## src/rtl/uart_rx_port_pkg.sv

```systemverilog
// Shared definitions for the memory-mapped UART receiver: register offsets,
// STATUS bit positions and RX FSM state encodings.
package uart_rx_port_pkg;

  localparam logic [11:0] OFF_DATA   = 12'd0;
  localparam logic [11:0] OFF_STATUS = 12'd1;
  localparam logic [11:0] OFF_CTRL   = 12'd2;

  localparam int ST_BIT_NOT_EMPTY = 0;
  localparam int ST_BIT_OVERRUN   = 1;
  localparam int ST_BIT_FRAME_ERR = 2;
  localparam int ST_BIT_FULL      = 3;
  localparam int ST_BIT_COUNT_LSB = 4;

  typedef enum logic [1:0] {
    RX_IDLE  = 2'd0,
    RX_START = 2'd1,
    RX_DATA  = 2'd2,
    RX_STOP  = 2'd3
  } rx_state_e;

  function automatic logic [15:0] pack_status(input logic [3:0] count,
                                              input logic       full,
                                              input logic       frame_err,
                                              input logic       overrun,
                                              input logic       not_empty);
    logic [15:0] s;
    s = '0;
    s[ST_BIT_NOT_EMPTY]         = not_empty;
    s[ST_BIT_OVERRUN]           = overrun;
    s[ST_BIT_FRAME_ERR]         = frame_err;
    s[ST_BIT_FULL]              = full;
    s[ST_BIT_COUNT_LSB +: 4]    = count;
    return s;
  endfunction

endpackage

```

## src/rtl/uart_rx_port_if.sv

```systemverilog
// Processor IO bus as seen by the UART receiver: address/strobe/data from the
// M stage, registered read data back to the W stage.
interface uart_rx_port_if;
  logic [11:0] IO_address;
  logic        IO_write;
  logic [15:0] IO_data_in;
  logic [15:0] IO_data_out;

  modport master (output IO_address, IO_write, IO_data_in, input IO_data_out);
  modport slave  (input IO_address, IO_write, IO_data_in, output IO_data_out);
endinterface

```

## src/rtl/uart_rx_fifo.sv

```systemverilog
// Receive byte FIFO; a pop in the same cycle as a push on a full FIFO frees
// the slot first so the push is accepted.
module uart_rx_fifo #(
  parameter int DEPTH = 4,
  parameter int WIDTH = 8
) (
  input  logic                     clock,
  input  logic                     reset_n,
  input  logic                     push,
  input  logic                     pop,
  input  logic [WIDTH-1:0]         din,
  output logic [WIDTH-1:0]         head,
  output logic [$clog2(DEPTH):0]   count,
  output logic                     full,
  output logic                     empty
);
  localparam int AW = $clog2(DEPTH);

  logic [WIDTH-1:0] r_mem [DEPTH];
  logic [AW-1:0]    r_wr_ptr;
  logic [AW-1:0]    r_rd_ptr;
  logic [AW:0]      r_count;
  logic             w_do_pop;
  logic             w_do_push;

  assign empty     = (r_count == '0);
  assign full      = (r_count == (AW+1)'(DEPTH));
  assign count     = r_count;
  assign head      = r_mem[r_rd_ptr];
  assign w_do_pop  = pop & ~empty;
  assign w_do_push = push & (~full | w_do_pop);

  always_ff @(posedge clock or negedge reset_n) begin
    if (!reset_n) begin
      r_wr_ptr <= '0;
      r_rd_ptr <= '0;
      r_count  <= '0;
    end else begin
      if (w_do_push) r_wr_ptr <= r_wr_ptr + 1'b1;
      if (w_do_pop)  r_rd_ptr <= r_rd_ptr + 1'b1;
      case ({w_do_push, w_do_pop})
        2'b10:   r_count <= r_count + 1'b1;
        2'b01:   r_count <= r_count - 1'b1;
        default: r_count <= r_count;
      endcase
    end
  end

  always_ff @(posedge clock) begin
    if (w_do_push) r_mem[r_wr_ptr] <= din;
  end

endmodule

```

## src/rtl/uart_rx_port.sv

```systemverilog
// Memory-mapped 8N1 UART receiver: synchroniser, baud down-counter, RX FSM,
// register decode with registered read mux, and a level interrupt.
//
// state    | meaning
// RX_IDLE  | line idle, waiting for a synced 0
// RX_START | counting half a bit to re-check the start bit
// RX_DATA  | sampling 8 data bits, LSB first, at bit centres
// RX_STOP  | sampling stop bit; after a bad stop, waits for line high
module uart_rx_port
  import uart_rx_port_pkg::*;
#(
  parameter int          CLKS_PER_BIT = 434,
  parameter logic [11:0] BASE_ADDR    = 12'hF10,
  parameter int          FIFO_DEPTH   = 4
) (
  input  logic            clock,
  input  logic            reset_n,
  uart_rx_port_if.slave   bus,
  input  logic            uart_rx,
  output logic            rx_irq
);
  localparam int             BCW       = $clog2(CLKS_PER_BIT);
  localparam int             CW        = $clog2(FIFO_DEPTH) + 1;
  localparam logic [BCW-1:0] BAUD_FULL = BCW'(CLKS_PER_BIT - 1);
  localparam logic [BCW-1:0] BAUD_HALF = BCW'(CLKS_PER_BIT / 2 - 1);

  logic            r_sync1, r_sync2;
  rx_state_e       r_state, w_next_state;
  logic [BCW-1:0]  r_cnt;
  logic [2:0]      r_bit_idx;
  logic [7:0]      r_shift;
  logic            r_stop_bad;
  logic            r_overrun, r_frame_err, r_irq_en, r_irq;
  logic [15:0]     r_data_out;

  logic            w_rx, w_baud_done, w_push, w_ferr_set;
  logic            w_sel_data, w_sel_status, w_sel_ctrl;
  logic            w_pop, w_ctrl_wr, w_clear;
  logic [7:0]      w_head;
  logic [CW-1:0]   w_count;
  logic            w_full, w_empty;
  logic [15:0]     w_rd_data;
  logic            w_unused_wdata;

  assign w_rx           = r_sync2;
  assign w_baud_done    = (r_cnt == '0);
  assign w_unused_wdata = ^bus.IO_data_in[15:2];

  always_ff @(posedge clock or negedge reset_n) begin
    if (!reset_n) begin
      r_sync1 <= 1'b1;
      r_sync2 <= 1'b1;
    end else begin
      r_sync1 <= uart_rx;
      r_sync2 <= r_sync1;
    end
  end

  always_ff @(posedge clock or negedge reset_n) begin
    if (!reset_n) r_state <= RX_IDLE;
    else          r_state <= w_next_state;
  end

  always_comb begin
    w_next_state = r_state;
    case (r_state)
      RX_IDLE:  if (!w_rx) w_next_state = RX_START;
      RX_START: if (w_baud_done) w_next_state = w_rx ? RX_IDLE : RX_DATA;
      RX_DATA:  if (w_baud_done && r_bit_idx == 3'd7) w_next_state = RX_STOP;
      RX_STOP:  if (w_baud_done && w_rx) w_next_state = RX_IDLE;
      default:  w_next_state = RX_IDLE;
    endcase
  end

  always_comb begin
    w_push     = 1'b0;
    w_ferr_set = 1'b0;
    if (r_state == RX_STOP && w_baud_done && !r_stop_bad) begin
      w_push     = w_rx;
      w_ferr_set = ~w_rx;
    end
  end

  // Counter holds at zero in STOP so a bad stop can wait for the line to rise.
  always_ff @(posedge clock or negedge reset_n) begin
    if (!reset_n) begin
      r_cnt      <= '0;
      r_bit_idx  <= '0;
      r_shift    <= '0;
      r_stop_bad <= 1'b0;
    end else begin
      case (r_state)
        RX_IDLE: begin
          r_cnt      <= BAUD_HALF;
          r_bit_idx  <= '0;
          r_stop_bad <= 1'b0;
        end
        RX_START: r_cnt <= w_baud_done ? BAUD_FULL : r_cnt - 1'b1;
        RX_DATA: begin
          if (w_baud_done) begin
            r_shift[r_bit_idx] <= w_rx;
            r_bit_idx          <= r_bit_idx + 1'b1;
            r_cnt              <= BAUD_FULL;
          end else begin
            r_cnt <= r_cnt - 1'b1;
          end
        end
        RX_STOP: begin
          if (!w_baud_done)  r_cnt <= r_cnt - 1'b1;
          else if (!w_rx)    r_stop_bad <= 1'b1;
        end
        default: r_cnt <= '0;
      endcase
    end
  end

  uart_rx_fifo #(.DEPTH(FIFO_DEPTH), .WIDTH(8)) u_fifo (
    .clock   (clock),
    .reset_n (reset_n),
    .push    (w_push),
    .pop     (w_pop),
    .din     (r_shift),
    .head    (w_head),
    .count   (w_count),
    .full    (w_full),
    .empty   (w_empty)
  );

  assign w_sel_data   = (bus.IO_address == BASE_ADDR + OFF_DATA);
  assign w_sel_status = (bus.IO_address == BASE_ADDR + OFF_STATUS);
  assign w_sel_ctrl   = (bus.IO_address == BASE_ADDR + OFF_CTRL);
  assign w_pop        = bus.IO_write & w_sel_data;
  assign w_ctrl_wr    = bus.IO_write & w_sel_ctrl;
  assign w_clear      = w_ctrl_wr & bus.IO_data_in[1];

  always_comb begin
    w_rd_data = 16'h0000;
    if (w_sel_data && !w_empty) w_rd_data = {8'h00, w_head};
    else if (w_sel_status)      w_rd_data = pack_status(4'(w_count), w_full, r_frame_err,
                                                        r_overrun, ~w_empty);
    else if (w_sel_ctrl)        w_rd_data = {15'h0000, r_irq_en};
  end

  // A new error in the same cycle as a clear leaves the flag set.
  always_ff @(posedge clock or negedge reset_n) begin
    if (!reset_n) begin
      r_overrun   <= 1'b0;
      r_frame_err <= 1'b0;
      r_irq_en    <= 1'b0;
      r_irq       <= 1'b0;
      r_data_out  <= 16'h0000;
    end else begin
      r_overrun   <= (w_push & w_full & ~w_pop) | (r_overrun & ~w_clear);
      r_frame_err <= w_ferr_set | (r_frame_err & ~w_clear);
      if (w_ctrl_wr) r_irq_en <= bus.IO_data_in[0];
      r_irq       <= r_irq_en & (~w_empty | r_overrun | r_frame_err);
      r_data_out  <= w_rd_data;
    end
  end

  assign bus.IO_data_out = r_data_out;
  assign rx_irq          = r_irq;

endmodule

```

## src/flat_wrapper.sv

```systemverilog
// flat-port wrapper written by rule: the top's interface ports become plain ports
module uart_rx_port_flat import uart_rx_port_pkg::*;
#(
  parameter int          CLKS_PER_BIT = 434,
  parameter logic [11:0] BASE_ADDR    = 12'hF10,
  parameter int          FIFO_DEPTH   = 4
)
  (clock, reset_n, uart_rx, rx_irq, bus_IO_address, bus_IO_write, bus_IO_data_in, bus_IO_data_out);
  uart_rx_port_if bus_i ();
  input  logic clock;
  input  logic reset_n;
  input  logic uart_rx;
  output logic rx_irq;
  input wire logic [$bits(bus_i.IO_address)-1:0] bus_IO_address;
  input wire logic [$bits(bus_i.IO_write)-1:0] bus_IO_write;
  input wire logic [$bits(bus_i.IO_data_in)-1:0] bus_IO_data_in;
  output wire logic [$bits(bus_i.IO_data_out)-1:0] bus_IO_data_out;
  assign bus_i.IO_address = bus_IO_address;
  assign bus_i.IO_write = bus_IO_write;
  assign bus_i.IO_data_in = bus_IO_data_in;
  assign bus_IO_data_out = bus_i.IO_data_out;
  uart_rx_port #(.CLKS_PER_BIT(CLKS_PER_BIT), .BASE_ADDR(BASE_ADDR), .FIFO_DEPTH(FIFO_DEPTH)) u_core (.clock(clock), .reset_n(reset_n), .bus(bus_i), .uart_rx(uart_rx), .rx_irq(rx_irq));
endmodule
```

## config.mk

```make
export PLATFORM = sky130hd
export DESIGN_NAME = uart_rx_port_flat
export DESIGN_NICKNAME = d
export VERILOG_FILES = /design/src/rtl/uart_rx_port_pkg.sv /design/src/rtl/uart_rx_port_if.sv /design/src/rtl/uart_rx_fifo.sv /design/src/rtl/uart_rx_port.sv /design/src/flat_wrapper.sv
export SDC_FILE = /design/constraint.sdc
export NUM_CORES = 1
export LEC_CHECK = 0
export ABC_AREA = 1
export CAP_MARGIN = 30
export CORE_ASPECT_RATIO = 0.75
export CORE_MARGIN = 5
export CORE_UTILIZATION = 49
export CTS_CLUSTER_DIAMETER = 80
export DETAILED_ROUTE_END_ITERATION = 10
export PLACE_DENSITY_LB_ADDON = 0.15
export SYNTH_ARGS = -nofsm -noshare
export SYNTH_HDL_FRONTEND = slang
export SYNTH_SLANG_ARGS = --single-unit
export TNS_END_PERCENT = 20
```

## constraint.sdc

```tcl
create_clock -name clock -period 2.25 [get_ports clock]
set_clock_uncertainty 0.05 [all_clocks]
set_input_delay 0.45 -clock clock [delete_from_list [all_inputs] [get_ports clock]]
set_output_delay 0.45 -clock clock [all_outputs]
set_load 0.02 [all_outputs]
```

After elaboration in Yosys (flattened, before gate mapping) --
Memories as Yosys holds them, arrays and structs flattened. Index checks and enable logic that the tools add are counted.
Word-level totals: bits in registers 52, memories 1, bits in writable memories 32, word-level logic and storage cells 106
Operators by class: add/subtract/negate cells 6, muxes and demuxes 25, $lt $le $gt $ge 2, reduce and logical (&&, ||, !) cells 19, bitwise logic cells 20, eq/ne operators 18
Memories:
- u_core.u_fifo.r_mem | depth 4, width 8, read ports 1, clocked after memory_dff 0, wr ports 1, line uart_rx_fifo.sv:19 | logic [WIDTH-1:0] r_mem [DEPTH];
Operators by type and width (number):
- 12-bit == test, second input constant | 3
- 9-bit case mux with 3 select lines | 1
- 9-bit 2-to-1 mux | 2
- 3-bit case mux with 2 select lines | 2
- 1-bit bitwise AND | 10
- 2-bit 2-to-1 mux | 5
- 2-bit by 1-bit != test with 1-bit output, second input constant | 5
- 9-bit zero test | 1
- 9-bit by 1-bit subtractor with 9-bit output, second input constant | 1
- 8-bit bitwise mux | 1
- 1-bit 2-to-1 mux | 8
- 8-bit 2-to-1 mux | 1
- 2-bit case mux with 4 select lines | 1
- 7-bit 2-to-1 mux | 1
- 3-bit by 1-bit adder with 3-bit output, second input constant | 2
- 2-bit == test, second input constant | 3
- 3-bit == test, second input constant | 2
- 1-bit logical AND | 6
- 2-bit != test, second input constant | 3
- 2-bit nonzero test | 3
- 1-bit inverter | 5
- 1-bit bitwise OR | 5
- 2-bit by 1-bit adder with 2-bit output, second input constant | 2
- 2-bit by 1-bit == test with 1-bit output, second input constant | 2
- other kinds (13) | 15

Logic depth before layout (Yosys ltp) --
Gate-level depths: netlist (run 1).
depth after elaboration 7, gate-level depth with buffers 14, depth with buffers taken out 14

Cells and area by module --
From an unflattened synthesis (run 1), not the netlist that was laid out.
Second synthesis, totals: cells, all modules 402, area, all modules 3704.8 sq um
Modules (own cells, without submodules):
- uart_rx_port | seq. area each 928.4 sq um, cells an instance 254, instances 1, area an instance 2001.9 sq um
- uart_rx_fifo | seq. area each 1136.1 sq um, cells an instance 148, instances 1, area an instance 1702.9 sq um

Worst setup path after synthesis (run 1) --
OpenSTA, ideal clock, no wires.
path kind flip-flop to flip-flop, from register u_core.r_cnt[0], to memory u_core.u_fifo.r_mem[0][0], enable pin, path slack 0.151 ns, data required time 1.829 ns, clock period less this slack 2.099 ns, arrival time 1.678 ns, stages on the path, launching flop included 9, setup time 0.371 ns, buffers on the path 0, cells stage by stage dfrtp_1 inv_1 ha_1 nand2_4 nor2_4 nand4_1 nor2_1 nand2_1 nor2_1
Between the ends: longest elaborated chain between the ends 7
RTL lines:
- start, declared | line uart_rx_port.sv:29 | logic [BCW-1:0] r_cnt;
- start signal, assigned | line uart_rx_port.sv:98 | RX_START: r_cnt <= w_baud_done ? BAUD_FULL : r_cnt - 1'b1;
- start signal, assigned | line uart_rx_port.sv:105 | r_cnt <= r_cnt - 1'b1;
- start signal, assigned | line uart_rx_port.sv:109 | if (!w_baud_done) r_cnt <= r_cnt - 1'b1;
- 9-bit zero test | line uart_rx_port.sv:46 | assign w_baud_done = (r_cnt == '0);
- 1-bit logical AND (2 in a row) | line uart_rx_port.sv:78 | if (r_state == RX_STOP && w_baud_done && !r_stop_bad) begin
- 1-bit 2-to-1 mux | line uart_rx_port.sv:78
- 1-bit bitwise AND | line uart_rx_fifo.sv:31 | assign w_do_push = push & (~full | w_do_pop);
- 1-bit 2-to-1 mux | line uart_rx_fifo.sv:50 | if (w_do_push) r_mem[r_wr_ptr] <= din;
- 1-bit 2-to-1 mux (not written as such) | line uart_rx_fifo.sv:50
- end, declared | line uart_rx_fifo.sv:19
Every way passes these cells.

Worst setup path in the final report (run 1) --
from input bus_IO_address[3], to register u_core.u_fifo.r_count[2], in the netlist u_core.u_fifo.count[2]
Between the ends: longest elaborated chain between the ends 7, elaborated cells between the ends (all ways) 9, those cells by class eq/ne (3); mux (1); bitwise (4); reduce/logical (1)
RTL lines:
- start, declared | line flat_wrapper.sv:14 | input wire logic [$bits(bus_i.IO_address)-1:0] bus_IO_address;
- 12-bit == test (*) | line uart_rx_port.sv:129 | assign w_sel_data = (bus.IO_address == BASE_ADDR + OFF_DATA);
- 1-bit bitwise AND (*) | line uart_rx_port.sv:132 | assign w_pop = bus.IO_write & w_sel_data;
- 1-bit bitwise AND (*) | line uart_rx_fifo.sv:30 | assign w_do_pop = pop & ~empty;
- 1-bit bitwise OR | line uart_rx_fifo.sv:31
- 1-bit bitwise AND | line uart_rx_fifo.sv:31
- 2-bit by 1-bit == test with 1-bit output or 2-bit == test (tied branches) | line uart_rx_fifo.sv:41 | case ({w_do_push, w_do_pop})
- 3-bit case mux with 2 select lines or 2-bit nonzero test (tied branches)
- end signal, assigned | line uart_rx_fifo.sv:42 | 2'b10: r_count <= r_count + 1'b1;
- end signal, assigned | line uart_rx_fifo.sv:43 | 2'b01: r_count <= r_count - 1'b1;
- end signal, assigned | line uart_rx_fifo.sv:44 | default: r_count <= r_count;
- end, declared | line uart_rx_fifo.sv:22 | logic [AW:0] r_count;
Every way passes the cells marked *; elsewhere a longest branch is shown, timed or not. A chain may end at the register's enable or synchronous reset.

==> key figures, run 1 <==
Status
  – Outcome: completed

Job
  – Max_cap viols: 0

Synthesis
  – Ys flop type: dfrtp_1
  – Cells after Synth: 357
  – Synthesized flop and latch total: 76
  – Synth unique cells: 37
  – Post-synthesis average cell area: 10.0 µm²
  – Register area share after synthesis: 57.7%
  – Post-synthesis async set-or-reset flop share: 57.9%
  – Mapped Area: 0.00358 mm²
  – Yosys warnings: 0
  – Post-synth EDFFs: 32

Power
  – P per Cell Area: 626 mW/mm²
  – Leak pwr: 2.01 nW
  – Peak supply drop: 0.000329 V
  – Total power: 2.68 mW

Worst setup path
  – Worst path cell trace: clkdlybuf4s50_1 > nor2_1 > nand2_1 > nand3b_1 > nor2_1 > nand2_2 > fa_1 > inv_1 > nand2_1 > nand3_1 > nand2_1
  – Reg2Reg Launch Point: u_core.r_cnt[0]
  – CP required: 2.44 ns
  – CP Class: in -> reg
  – CP peak stage delay: 0.44 ns
  – Crit-path most repeated cell: nand2_1
  – Worst r2r path cells: 9
  – Worst r2r dst: u_core.u_fifo.r_mem[1][4]
  – Slowest cell on the critical path: clkdlybuf4s50_1
  – CP Capture Type: register
  – Critical path fanouts, max: 2
  – Worst EP arrival: 2.26 ns
  – Setup crit start kind: primary input
  – Setup crit start: bus_IO_address[3]
  – Reg2Reg Setup Slack: 0.19 ns

Final layout
  – Antenna diode count: 0
  – Fin area: 0.00429 mm²
  – Layout cell share with drive strength beyond 1: 13.5%
  – Most common cell after layout, fill and taps aside: inv_1
  – Area Overhead vs Synth: 19.8%
  – Final #Nets: 453
  – Most frequent cells in the layout: inv_1 (52), nand2_1 (49), dfrtp_1 (42)

Placed design
  – Area after DPL: 0.00407 mm²
  – GPL Wtd Cong: 0.853
  – Hpwl dp: 5130 µm
  – IO Port Bufs: 26

Detailed routing
  – DRC: 0
  – Post-Route WL: 7020 µm
  – Router iterations before antenna repair: 4
  – Via density: 4.91
  – Vias: 2,529
  – DR WL/cell: 13.6 µm
  – DRC violation total after the first TritonRoute iteration: 91
  – Antenna viol nets, final: 0

STA
  – Max Transition Viols Final: 0
  – Final setup vio count: 0
  – Minimum clock period: 2.07 ns
  – Final Hold Vio Count: 0
  – Slew headroom: 61.7%
  – Maximum clock frequency: 0.484 GHz
  – RSZ-0062 raised after global routing: no
  – Worst-Margin Slew: 0.575 ns
  – Period Utilization, post-route: 91.9%

Clock tree
  – # Post-CTS Setup Buffers: 0
  – # H-tree levels: 3
  – Root buffer cell: clkbuf_8
  – Worst skew pair latency: 0.35 ns
  – CTS tree: yes
  – Total clock sinks: 76
  – CTS Buffer Depth: 2
  – Inserted Clock Buffers: 9
  – CTS clock-pin slew for the worst setup and hold paths: 0.08 ns

Floorplanning
  – Width of the die: 109 µm
  – Placeable Area: 0.00723 mm²
  – Rows: 27
  – Initial Util: 49.5%
  – Die height: 84.0 µm
  – Full die area: 0.00914 mm²
  – Num ports: 49

Global routing
  – Vias in the first global route: 2,460
  – GR Overflow Total: 0
  – Largest net degree at the start of global routing: 45
  – GR Util All Layers: 16.4%
  – Antenna violations before repair: 0
  – First-pass GRT wire length: 11,600 µm

Worst hold path
  – HP Class: in -> async
==> stage by stage <==
| step | setup TNS, ns | cells | worst slack [ns] | hold slack (ns) | utilization [%] |
|---|---|---|---|---|---|
| finish | 0 | 515 | 0.182 | 0.117 | 59.4 |
| global route | 0 | 515 | 0.0271 | 0.160 | 59.4 |
| CTS | 0 | 515 | 0.132 | 0.142 | 59.3 |
| detailed placement | -4.03 | 499 | -0.162 | 0.298 | 56.2 |
| global placement | -2.93 | 499 | -0.135 | 0.296 | 56.2 |
| floorplan | 0 | 364 | 0.151 | 0.104 | - |
==> state kept, by name, summed over array words and instances (netlist names), 2 cells and up, named ones only <==
signal,count
u_core.u_fifo.r_rd_ptr,2
u_core.r_shift,8
u_core.u_fifo.r_wr_ptr,2
u_core.r_cnt,9
u_core.u_fifo.r_mem,32
u_core.u_fifo.count,3
u_core.r_bit_idx,3
u_core.bus.IO_data_out,8
==> cell families (layout without fill, tap and decap cells) <==
kind of cell | Yosys count | in the layout | synth area share (%)
multiplexers | 1 | 1 | 0.314
adder cells (fa/ha/maj) | 12 | 12 | 4.40
other | 1 | 8 | 0.105
XOR/XNOR | 6 | 6 | 1.47
buffers and inverters | 66 | 116 | 7.79
AND/OR/NAND/NOR | 122 | 122 | 17.2
flip-flops | 76 | 76 | 57.7
AO/OA/AOI/OAI | 73 | 73 | 11.1
==> synthesized netlist by cell type (2+ instances only) <==
library cell | count | area (µm²)
edfxtp_1 | 32 | 961
nand2_1 | 50 | 188
o31ai_1 | 2 | 15.0
nand2_2 | 2 | 12.5
ha_1 | 11 | 138
o21ai_0 | 28 | 140
nand2_4 | 3 | 33.8
dfstp_2 | 2 | 52.6
o21ai_1 | 5 | 25.0
buf_4 | 8 | 60.1
inv_1 | 52 | 195
dfrtp_1 | 42 | 1050
o22ai_1 | 4 | 25.0
nand4_1 | 7 | 43.8
clkbuf_1 | 4 | 15.0
nor2_1 | 34 | 128
a31oi_1 | 7 | 43.8
nor2_4 | 2 | 22.5
a21oi_1 | 23 | 115
xor2_1 | 6 | 52.6
nand3_1 | 15 | 75.1
nor2_8 | 3 | 60.1
==> worst max-delay path, delay by kind of cell <==
kind	cells	cell delay, ns
AND/OR/NAND/NOR	8	0.92
buffers and inverters	2	0.51
adder cells (fa/ha/maj)	1	0.38
==> report_power, final <==
part	switching, mW	leakage [nW]	internal, mW	total (mW)
Clock	0.521	0.110	0.632	1.15
Combinational	0.0497	0.967	0.0360	0.0857
Sequential	0.00477	0.930	1.44	1.45
==> routing by layer <==
metal | track usage (%) | wire length, µm | vias to the layer above | share of wire (%)
met4 | 4.13 | 51 | 0 | 0.73
met3 | 5.57 | 381 | 6 | 5.4
met5 | 0 | 0 | - | 0
met2 | 25.6 | 3190 | 53 | 45
met1 | 22.1 | 3400 | 1188 | 48
li1 | - | - | 1282 | -
==> cell type report <==
| type | instances | area (µm²) |
|---|---|---|
| Multi-Input combinational cell | 222 | 1270 |
| Clock inverter | 7 | 98.8 |
| Sequential cell | 76 | 2060 |
| Timing Repair Buffer | 47 | 413 |
| Clock buffer | 9 | 124 |
| Inverter | 53 | 199 |
| Tap cell | 101 | 126 |
| Fill cell | 620 | 2940 |
==> repair_timing <==
item	in CTS	in global routing
resized for setup	0	1
setup endpoints to repair	0	16
hold buffers	0	0
==> worst max-delay path by stage <==
stage	endpoint	slack, ns
2_1_floorplan	u_core.u_fifo.r_mem[0][0]	0.15
3_3_place_gp	u_core.u_fifo.count[2]	-0.14
3_5_place_dp	u_core.u_fifo.count[2]	-0.16
5_1_grt	u_core.u_fifo.count[2]	0.03
4_1_cts	u_core.u_fifo.r_mem[1][4]	0.13
6_report	u_core.u_fifo.count[2]	0.18
Note: power is estimated with default switching activity, not from simulation.
==> inputs of run 2 (changes only) <==
CAP_MARGIN = 20   (was 30)
==> results of run 2 <==
Same layout as run 1: the final DEF is identical, and so are final timing and power.
==> inputs of run 3 (changes only) <==
CORE_UTILIZATION = 50   (was 49)
clock period = 2.55 ns   (was 2.25 ns; I/O delays follow)
==> run 3 against run 2 <==
Compared with the run above: sequential power is 12% lower; worst hold slack improved by 0.050 ns; global-route usage grew 0.47 points; die area decreased by 1.8%; critical path depth grew 1; clock power down 20%; first-iteration DRC count shrank 3.3%; final area shrank 2.3%; via count down 1.7%; critical endpoint is now u_core.u_fifo.count[1]; total power fell by 16%.
==> key figures, run 3 (synthesized netlist as in run 1, its figures left out) <==
Status
  – Outcome: completed (unchanged)

Worst setup path
  – Worst r2r path cells: 12 (was 9)
  – Reg2Reg Setup Slack: 0.38 ns (was 0.19 ns)
  – Critical path fanouts, max: 7 (was 2)
  – Slowest cell on the critical path: fa_1 (was clkdlybuf4s50_1)
  – Worst r2r dst: u_core.u_fifo.count[1] (was u_core.u_fifo.r_mem[1][4])
  – Reg2Reg Launch Point: u_core.r_cnt[0] (unchanged)
  – CP Class: reg -> reg (was in -> reg)
  – CP required: 2.79 ns (was 2.44 ns)
  – Worst EP arrival: 2.41 ns (was 2.26 ns)
  – Setup crit start kind: register (was primary input)
  – Worst path top cell family by delay: simple AND/OR/NAND/NOR gates (unchanged)
  – CP peak stage delay: 0.41 ns (was 0.44 ns)
  – Worst path cell trace: inv_1 > ha_1 > nand2_4 > nor2_4 > nand2_4 > nor2_8 > nand3_2 > nand2_2 > fa_1 > inv_1 > nand2_1 > o21ai_1 (was clkdlybuf4s50_1 > nor2_1 > nand2_1 > nand3b_1 > nor2_1 > nand2_2 > fa_1 > inv_1 > nand2_1 > nand3_1 > nand2_1)
  – CP Capture Type: register (unchanged)
  – Worst path bufs/invs: 2 (unchanged)

Final layout
  – Top Registers: u_core.u_fifo.r_mem: 32 flops, u_core.r_cnt: 9 flops (unchanged)
  – Most common cell after layout, fill and taps aside: inv_1 (unchanged)
  – Fin area: 0.00419 mm² (was 0.00429 mm²)
  – Max reg flops: 32 (unchanged)
  – Final core occ: 60.8% (was 59.4%)
  – Layout cell share with drive strength beyond 1: 11.1% (was 13.5%)
  – Antenna diode count: 0 (unchanged)
  – Area Overhead vs Synth: 17.1% (was 19.8%)
  – Most frequent cells in the layout: inv_1 (52), nand2_1 (50), dfrtp_1 (42) (was inv_1 (52), nand2_1 (49), dfrtp_1 (42))
  – Final #Nets: 444 (was 453)
  – Most flop-heavy register: u_core.u_fifo.r_mem (unchanged)

STA
  – Final setup vio count: 0 (unchanged)
  – RSZ-0062 raised after global routing: no (unchanged)
  – Slew headroom: 62.5% (was 61.7%)
  – Hold WS: 0.167 ns (was 0.117 ns)
  – Maximum clock frequency: 0.460 GHz
  – Worst setup margin: 0.376 ns (was 0.182 ns)
  – TNS Setup: 0 ns (unchanged)
  – Period Utilization, post-route: 85.2%
  – Final Hold Vio Count: 0 (unchanged)
  – Max Transition Viols Final: 0 (unchanged)
  – Minimum clock period: 2.17 ns
  – Worst-Margin Slew: 0.563 ns (was 0.575 ns)

Detailed routing
  – DR WL/cell: 14.0 µm (was 13.6 µm)
  – Vias: 2,485 (was 2,529)
  – Via density: 4.94 (was 4.91)
  – Post-Route WL: 7030 µm (was 7020 µm)
  – DRC: 0 (unchanged)
  – DRC violation total after the first TritonRoute iteration: 88 (was 91)
  – Router iterations before antenna repair: 4 (unchanged)
  – Antenna viol nets, final: 0 (unchanged)

Floorplanning
  – Num ports: 49 (unchanged)
  – Rows: 26 (was 27)
  – Placeable Area: 0.00690 mm² (was 0.00723 mm²)
  – Die height: 83.3 µm (was 84.0 µm)
  – Width of the die: 108 µm (was 109 µm)
  – Full die area: 0.00897 mm² (was 0.00914 mm²)
  – Initial Util: 51.9% (was 49.5%)

Placed design
  – GPL Wtd Cong: 0.817 (was 0.853)
  – IO Port Bufs: 26 (unchanged)
  – DP Worst Slack: 0.00821 ns (was -0.162 ns)
  – Area after DPL: 0.00400 mm² (was 0.00407 mm²)
  – Hpwl dp: 5050 µm (was 5130 µm)

Clock tree
  – Total clock sinks: 76 (unchanged)
  – # H-tree levels: 3 (unchanged)
  – Post-CTS Hold Fix Bufs: 0 (unchanged)
  – CTS Buffer Depth: 2 (unchanged)
  – Resized cells post-CTS: 0 (unchanged)
  – # Post-CTS Setup Buffers: 0 (unchanged)
  – Worst skew pair latency: 0.35 ns (about the same)
  – CTS tree: yes (unchanged)
  – CTS clock-pin slew for the worst setup and hold paths: 0.09 ns (was 0.08 ns)
  – Root buffer cell: clkbuf_8 (unchanged)
  – Inserted Clock Buffers: 9 (unchanged)

Power
  – Combinational share of power: 3.2% (about the same)
  – Switch share: 22.5% (was 21.4%)
  – Total net switching power: 0.509 mW (was 0.575 mW)
  – Internal: 1.76 mW (was 2.11 mW)
  – Sequential share of power: 56.4% (was 53.9%)
  – Peak supply drop: 0.000323 V (was 0.000329 V)
  – Leak pwr: 1.95 nW (was 2.01 nW)
  – Clk pwr share: 40.4% (was 42.9%)
  – P per Cell Area: 540 mW/mm² (was 626 mW/mm²)

Worst hold path
  – HP Class: in -> async (unchanged)

Job
  – Max_cap viols: 0 (unchanged)

Global routing
  – Antenna violations before repair: 0 (unchanged)
  – First-pass GRT wire length: 11,900 µm (was 11,600 µm)
  – GR Util All Layers: 16.9% (was 16.4%)
  – GR Overflow Total: 0 (unchanged)
  – Vias in the first global route: 2,406 (was 2,460)
  – Largest net degree at the start of global routing: 45 (unchanged)
==> run 3: final cells by class <==
class	instances	area, µm²
clock buffers	9	124
clock inverters	7	75.1
fillers	603	2700
inverters	53	199
multi-input cells	222	1260
flip-flops and latches	76	2060
well taps	98	123
repair buffers	38	345
==> run 3: worst max-delay path by stage <==
stage	start	end	slack, ns	cells after the start
2_1_floorplan	u_core.r_cnt[0]	u_core.u_fifo.r_mem[0][0]	0.45	8
3_3_place_gp	bus_IO_address[9]	u_core.u_fifo.count[2]	0.11	11
3_5_place_dp	bus_IO_address[9]	u_core.u_fifo.count[1]	0.008	10
4_1_cts	u_core.r_cnt[0]	u_core.u_fifo.count[1]	0.35	12
5_1_grt	u_core.r_cnt[0]	u_core.u_fifo.r_mem[2][3]	0.16	9
6_report	u_core.r_cnt[0]	u_core.u_fifo.count[1]	0.38	12
==> run 3: worst reg2reg max path, delay by kind of cell, from the launching register on <==
kind | cells | cell delay, ns
buffers and inverters | 2 | 0.18
AND/OR/NAND/NOR | 7 | 0.75
adder cells (fa/ha/maj) | 2 | 0.69
AO/OA/AOI/OAI | 1 | 0.06
flip-flops | 1 | 0.38
==> run 3: power by group through the flow <==
stage	logic [mW]	clock network (mW)	registers (mW)
detailed placement	0.0741	0	1.30
floorplan	0.0360	0	1.30
CTS	0.0744	0.947	1.28
global placement	0.0735	0	1.30
finish	0.0734	0.916	1.28
global route	0.0817	1.01	1.28
==> run 3: metrics by stage <==
step | cells | power [mW]
detailed placement | 487 | 1.38
global route | 503 | 2.37
CTS | 503 | 2.30
global placement | 487 | 1.38
finish | 503 | 2.27
floorplan | 364 | 1.34
==> run 3: per-layer routing <==
metal	track usage (%)	wire length (µm)	vias up
met5	0	0	-
met4	5.28	66	0
met3	5.43	466	6
met2	24.3	3020	67
met1	24.3	3480	1152
li1	-	-	1260
